**src/rtl/jtdd2_mcu_ctrl_if.sv**
```systemverilog
// rtl/jtdd2_mcu_ctrl_if.sv - main-CPU bus and sub-CPU handshake signals of the DD2 MCU controller
interface jtdd2_mcu_ctrl_if;
  logic       cen;
  logic       ctrl_cs;
  logic       com_cs;
  logic       main_wrn;
  logic [7:0] main_dout;
  logic       irq_ack;
  logic       mcu_ban;
  logic       mcu_irqmain;
  logic       mcu_halt;
  logic       mcu_nmi_set;
  logic       main_irq;
  logic       main_wait;
  logic [7:0] status_dout;

  modport master (
    output cen, ctrl_cs, com_cs, main_wrn, main_dout, irq_ack, mcu_ban, mcu_irqmain,
    input  mcu_halt, mcu_nmi_set, main_irq, main_wait, status_dout
  );

  modport slave (
    input  cen, ctrl_cs, com_cs, main_wrn, main_dout, irq_ack, mcu_ban, mcu_irqmain,
    output mcu_halt, mcu_nmi_set, main_irq, main_wait, status_dout
  );
endinterface

```
**src/rtl/jtdd2_mcu_ctrl.sv**
```systemverilog
// rtl/jtdd2_mcu_ctrl.sv - DD2 sub-CPU halt/NMI/IRQ controller on the main CPU side
// Optional JTDD2_MCU_AUTOHALT_EN: shared-RAM accesses request the bus and stall until granted.
module jtdd2_mcu_ctrl #(
  parameter int NMI_LEN = 4,
  parameter int TIMEOUT = 1024
) (
  input  logic             clk,
  input  logic             rst,
  jtdd2_mcu_ctrl_if.slave  bus
);
  localparam int CW = $clog2(TIMEOUT + 1);
  localparam int NW = $clog2(NMI_LEN + 1);

  localparam logic [1:0] ST_RUN       = 2'd0;
  localparam logic [1:0] ST_HALT_WAIT = 2'd1;
  localparam logic [1:0] ST_HALTED    = 2'd2;
  localparam logic [1:0] ST_RELEASE   = 2'd3;

  logic [1:0]    state_q, state_d;
  logic          halt_req_q, halt_req_d;
  logic          mcu_halt_q, mcu_halt_d;
  logic [NW-1:0] nmi_cnt_q, nmi_cnt_d;
  logic [CW-1:0] wait_cnt_q, wait_cnt_d;
  logic          tmo_q, tmo_d;
  logic          wr_done_q, wr_done_d;
  logic          irqmain_q, irqmain_d;
  logic          irq_pend_q, irq_pend_d;
  logic          auto_req_q, auto_req_d;
  logic          ctrl_wr, req, halted, wait_expired, irq_edge;

  // wr_done blocks repeated writes while main_wrn stays low across several cen pulses
  always_comb begin
    ctrl_wr    = bus.ctrl_cs & bus.cen & ~bus.main_wrn & ~wr_done_q;
    wr_done_d  = bus.main_wrn ? 1'b0 : (wr_done_q | ctrl_wr);
    halt_req_d = ctrl_wr ? bus.main_dout[0] : halt_req_q;

    nmi_cnt_d = nmi_cnt_q;
    if (ctrl_wr && bus.main_dout[1]) begin
      nmi_cnt_d = NW'(NMI_LEN);
    end else if (nmi_cnt_q != '0) begin
      nmi_cnt_d = nmi_cnt_q - NW'(1);
    end

`ifdef JTDD2_MCU_AUTOHALT_EN
    auto_req_d = bus.com_cs & (auto_req_q | (state_q == ST_RUN));
`else
    auto_req_d = 1'b0;
`endif
    req = halt_req_q | auto_req_q;

    state_d = state_q;
    case (state_q)
      ST_RUN:       if (req) state_d = ST_HALT_WAIT;
      ST_HALT_WAIT: begin
        if (!bus.mcu_ban)  state_d = ST_HALTED;
        else if (!req)     state_d = ST_RELEASE;
      end
      ST_HALTED:    if (!req) state_d = ST_RELEASE;
      default: begin
        if (bus.mcu_ban)   state_d = ST_RUN;
        else if (req)      state_d = ST_HALT_WAIT;
      end
    endcase

    // the counter saturates one past the threshold so the flag fires once per wait
    wait_cnt_d = '0;
    if (state_q == ST_HALT_WAIT) begin
      wait_cnt_d = (wait_cnt_q == CW'(TIMEOUT)) ? wait_cnt_q : wait_cnt_q + CW'(1);
    end
    wait_expired = (state_q == ST_HALT_WAIT) && (wait_cnt_q == CW'(TIMEOUT - 1));
    tmo_d        = (tmo_q & ~ctrl_wr) | wait_expired;

    mcu_halt_d = (state_q == ST_HALT_WAIT) | (state_q == ST_HALTED);

    irqmain_d  = bus.mcu_irqmain;
    irq_edge   = bus.mcu_irqmain & ~irqmain_q;
    irq_pend_d = irq_edge ? 1'b1 : (bus.irq_ack ? 1'b0 : irq_pend_q);
  end

  always_ff @(posedge clk) begin
    if (rst) begin
      state_q    <= ST_RUN;
      halt_req_q <= 1'b0;
      mcu_halt_q <= 1'b0;
      nmi_cnt_q  <= '0;
      wait_cnt_q <= '0;
      tmo_q      <= 1'b0;
      wr_done_q  <= 1'b0;
      irqmain_q  <= 1'b0;
      irq_pend_q <= 1'b0;
      auto_req_q <= 1'b0;
    end else begin
      state_q    <= state_d;
      halt_req_q <= halt_req_d;
      mcu_halt_q <= mcu_halt_d;
      nmi_cnt_q  <= nmi_cnt_d;
      wait_cnt_q <= wait_cnt_d;
      tmo_q      <= tmo_d;
      wr_done_q  <= wr_done_d;
      irqmain_q  <= irqmain_d;
      irq_pend_q <= irq_pend_d;
      auto_req_q <= auto_req_d;
    end
  end

  assign halted          = (state_q == ST_HALTED);
  assign bus.mcu_halt    = mcu_halt_q;
  assign bus.mcu_nmi_set = (nmi_cnt_q != '0);
  assign bus.main_irq    = irq_pend_q;
  assign bus.status_dout = {4'b0, tmo_q, irq_pend_q, halted, halt_req_q};
`ifdef JTDD2_MCU_AUTOHALT_EN
  assign bus.main_wait   = bus.com_cs & ~halted;
`else
  assign bus.main_wait   = 1'b0;
`endif
endmodule
```
**src/flat_wrapper.sv**
```systemverilog
// flat-port wrapper written by rule: the top's interface ports become plain ports
module jtdd2_mcu_ctrl_flat 
#(
  parameter int NMI_LEN = 4,
  parameter int TIMEOUT = 1024
)
  (clk, rst, bus_cen, bus_ctrl_cs, bus_com_cs, bus_main_wrn, bus_main_dout, bus_irq_ack, bus_mcu_ban, bus_mcu_irqmain, bus_mcu_halt, bus_mcu_nmi_set, bus_main_irq, bus_main_wait, bus_status_dout);
  jtdd2_mcu_ctrl_if bus_i ();
  input  logic clk;
  input  logic rst;
  input wire logic [$bits(bus_i.cen)-1:0] bus_cen;
  input wire logic [$bits(bus_i.ctrl_cs)-1:0] bus_ctrl_cs;
  input wire logic [$bits(bus_i.com_cs)-1:0] bus_com_cs;
  input wire logic [$bits(bus_i.main_wrn)-1:0] bus_main_wrn;
  input wire logic [$bits(bus_i.main_dout)-1:0] bus_main_dout;
  input wire logic [$bits(bus_i.irq_ack)-1:0] bus_irq_ack;
  input wire logic [$bits(bus_i.mcu_ban)-1:0] bus_mcu_ban;
  input wire logic [$bits(bus_i.mcu_irqmain)-1:0] bus_mcu_irqmain;
  output wire logic [$bits(bus_i.mcu_halt)-1:0] bus_mcu_halt;
  output wire logic [$bits(bus_i.mcu_nmi_set)-1:0] bus_mcu_nmi_set;
  output wire logic [$bits(bus_i.main_irq)-1:0] bus_main_irq;
  output wire logic [$bits(bus_i.main_wait)-1:0] bus_main_wait;
  output wire logic [$bits(bus_i.status_dout)-1:0] bus_status_dout;
  assign bus_i.cen = bus_cen;
  assign bus_i.ctrl_cs = bus_ctrl_cs;
  assign bus_i.com_cs = bus_com_cs;
  assign bus_i.main_wrn = bus_main_wrn;
  assign bus_i.main_dout = bus_main_dout;
  assign bus_i.irq_ack = bus_irq_ack;
  assign bus_i.mcu_ban = bus_mcu_ban;
  assign bus_i.mcu_irqmain = bus_mcu_irqmain;
  assign bus_mcu_halt = bus_i.mcu_halt;
  assign bus_mcu_nmi_set = bus_i.mcu_nmi_set;
  assign bus_main_irq = bus_i.main_irq;
  assign bus_main_wait = bus_i.main_wait;
  assign bus_status_dout = bus_i.status_dout;
  jtdd2_mcu_ctrl #(.NMI_LEN(NMI_LEN), .TIMEOUT(TIMEOUT)) u_core (.clk(clk), .rst(rst), .bus(bus_i));
endmodule
```
**config.mk**
```make
export PLATFORM = sky130hd
export DESIGN_NAME = jtdd2_mcu_ctrl_flat
export DESIGN_NICKNAME = d
export VERILOG_FILES = /design/src/rtl/jtdd2_mcu_ctrl_if.sv /design/src/rtl/jtdd2_mcu_ctrl.sv /design/src/flat_wrapper.sv
export SDC_FILE = /design/constraint.sdc
export NUM_CORES = 1
export LEC_CHECK = 0
export ABC_CLOCK_PERIOD_IN_PS = 1600
export CAP_MARGIN = 20
export CORE_MARGIN = 2
export CORE_UTILIZATION = 46
export CTS_BUF_LIST = sky130_fd_sc_hd__clkbuf_4 sky130_fd_sc_hd__clkbuf_8
export CTS_CLUSTER_DIAMETER = 60
export DETAILED_ROUTE_END_ITERATION = 8
export MAX_ROUTING_LAYER = met4
export PLACE_DENSITY_LB_ADDON = 0.1
export SKIP_CTS_REPAIR_TIMING = 1
export SLEW_MARGIN = 20
export SYNTH_ARGS = -nofsm -noshare
export SYNTH_HDL_FRONTEND = slang
export SYNTH_SLANG_ARGS = --single-unit
```
**constraint.sdc**
```tcl
create_clock -name clk -period 1.6 [get_ports clk]
set_clock_uncertainty 0.2 [all_clocks]
set_input_delay 0.48 -clock clk [delete_from_list [all_inputs] [get_ports clk]]
set_output_delay 0.48 -clock clk [all_outputs]
set_load 0.1 [all_outputs]
```
==> run metrics <==
final hold violation count=0; GRT Max-Usage Layer=met2; clk root buf=clkbuf_4; die footprint=3021 sq um; row count=18; gpl congestion=0.7475; share of layout cells above drive strength 1=0.3727; # setup viols final=2; clock period minus final worst setup slack=approximately 1.9 ns; # DRC=0; Top Ports=29; clock slew seen by the registers of the worst setup and hold paths=0.12 ns; setup TNS=-0.5912 ns; routed length per instance=11.93 um; fin worst setup slack=-0.3253 ns; crit-path most repeated cell=ha_4; P&R area growth vs syn=37.91%; first-pass detailed-route iteration total=4; worst hold endpoint=u_core.state_q[0]; Post-Syn Instances=133; met2 usage=0.2560; initial antenna violation count=0; CTS tree=built; Starting Density=0.4823; routed vias/inst=a little over 5; Data required, critical path=between 0.9 and 1 ns; final period utilization=1.203; design area=between 1500 and 2000 sq um; PD cells=about 1400 nW/um^2; synth warn=0; WHS Path Cells=2; DRT Wirelength=around 2300 um; global route total overflow=0; WS Path Type=reg -> out; Netlist cell types=39; IO buf count=16; Leakage=0.0006467 uW; ys async rst share=0; R2R Path End=u_core.wait_cnt_q[2]; Crit path arrival time=between 1 and 1.5 ns; maximum vdd drop=about 0.0016 V; die width=roughly 55 um; vias in the first global route=~840; htree depth=1; Critical Path End Type=primary output; final net count=approximately 190; Hold Slack=between 0.2 and 0.3 ns; worst skew pair latency=0.30 ns; dpl cell area=between 1500 and 2000 sq um; core area=between 2000 and 2500 sq um; cells along the critical path=inv_2, ha_4, ha_4, clkinvlp_4, buf_12; Reg-to-Reg Start=u_core.wait_cnt_q[0]; synthesized cell area=1195 sq um; r2r worst-path depth=5; post-route ant nets=0; final-layout fill cell count=around 210; status=finished with violations; Post-synth EDFFs=0; grt met3 use=0.02419; register area share after synthesis=0.3686; failing checks=setup timing; Critical Path Max Stage Delay=0.35 ns; first-pass GRT wire length=roughly 3400 um; max-cap violations=0; CP startpoint kind=flip-flop; HP Start=bus_mcu_ban; Post-DP HPWL=1743 um; CP Max Fanout=2; via count=around 990; Inserted Diodes=0; RSZ-0062 raised after global routing=yes; R2R setup slack=around 0.06 ns; critical path's slowest cell=dfxtp_2; worst hold path class=in -> reg; met1 usage=0.2063; largest net degree at the start of global routing=13; Avg Synthesized Cell Area=about 9 sq um; GRT Total Usage=0.1625; ys flop type=dfxtp_1; DR iter-0 viols=19; CTS Buffer Depth=2; Fmax=0.5194 GHz; Yosys reg bits=22; final core occ=0.6652; Num CTS Buffers=3; die height=about 55 um; Max Slew Vio Count=0; clock sinks=22
[kinds of logic after synthesis]
kind of cell / Yosys count / synth area share
other: 1 / 0.003138
flip-flops: 22 / 0.3686
adder cells (fa/ha/maj): 9 / 0.09424
multiplexers: 3 / 0.02618
AO/OA/AOI/OAI: 29 / 0.1581
buffers and inverters: 22 / 0.09738
AND/OR/NAND/NOR: 44 / 0.2304
XOR/XNOR: 3 / 0.02199
[cell usage in the layout (no fill, tap or decap), types with 3 or more instances in the layout]
cell type         n
dfxtp_2           6
inv_1             7
nand2_1           5
buf_4            15
a21oi_1          10
conb_1            5
or3_1             3
clkdlybuf4s50_1   8
nand3_1           5
dfxtp_4           3
o21ai_0           4
ha_1              4
nor2_1            8
buf_12            7
inv_2             3
dfxtp_1          13
ha_4              3
clkbuf_4          3
nand2b_1          5
[cells in the mapped netlist (2+ instances only)]
master	number	area (sq um)
a211oi_1	2	15.01
a21o_1	2	15.01
a21oi_1	10	50.05
a31o_2	2	17.52
and2_1	2	12.51
and4bb_2	2	25.02
buf_4	9	67.56
clkbuf_1	2	7.510
dfxtp_1	22	440.4
ha_1	9	112.6
inv_1	11	41.29
mux2i_1	2	20.02
nand2_1	5	18.77
nand2b_1	6	37.54
nand3_1	5	25.02
nor2_1	8	30.03
nor2b_1	2	12.51
nor3_1	3	15.01
o21ai_0	5	25.02
or3_1	3	18.77
or3_2	2	15.01
xor2_1	2	17.52
[how the worst max path moves through the flow]
stage,from,end,cells after the start
after global placement,bus_mcu_ban,u_core.state_q[0],4
after detailed placement,bus_mcu_ban,u_core.state_q[0],4
after CTS,u_core.nmi_cnt_q[1],bus_mcu_nmi_set,5
final,u_core.nmi_cnt_q[0],bus_mcu_nmi_set,5
after floorplan,u_core.nmi_cnt_q[1],bus_mcu_nmi_set,4
after global routing,u_core.nmi_cnt_q[0],bus_mcu_nmi_set,5
[per-layer routing]
metal | part of all wire | vias to the layer above | wire (um)
met1 | 0.46 | 452 | 1054
met2 | 0.48 | 24 | 1094
li1 | - | 507 | -
met4 | 0.0044 | 0 | 10
met3 | 0.053 | 2 | 120
met5 | 0 | - | 0
[power by group]
group | leakage, uW | switching, uW | internal (uW) | total, uW
Combinational | 0.000442 | 723 | 559 | 1280
Clock | 0.0000210 | 160 | 139 | 298
Sequential | 0.000184 | 63.1 | 630 | 693
[critical path: cells and delay by family, from the launching register on]
family     cells  cell delay, ns
flops          1            0.35
fa+ha+maj      2            0.32
buf+inv        3            0.27
[per-stage QoR]
step | total power [uW] | std cells | setup WS, ns
final | 2274 | 191 | -0.3253
after global routing | 2410 | 191 | -0.3754
after floorplan | 1514 | 137 | -0.1360
after detailed placement | 1848 | 184 | -0.3262
after global placement | 1814 | 184 | -0.3123
after CTS | 2157 | 188 | -0.3590
[cell type report]
cell class / instances / area, sq um / area share
well taps: 30 / 37.54 / 0.02278
flip-flops and latches: 22 / 459.2 / 0.2787
clock buffers: 4 / 36.28 / 0.02202
repair buffers: 31 / 345.3 / 0.2096
inverters: 11 / 45.04 / 0.02733
multi-input cells: 93 / 724.4 / 0.4396
[state kept, by name (all words and copies together), names as in the netlist]
name,count
u_core.wait_cnt_q,11
u_core.nmi_cnt_q,3
u_core.state_q,2
u_core.bus.main_irq,1
u_core.bus.mcu_halt,1
u_core.halt_req_q,1
u_core.irqmain_q,1
u_core.tmo_q,1
u_core.wr_done_q,1
No activity file was read; power rests on OpenSTA's default activity.
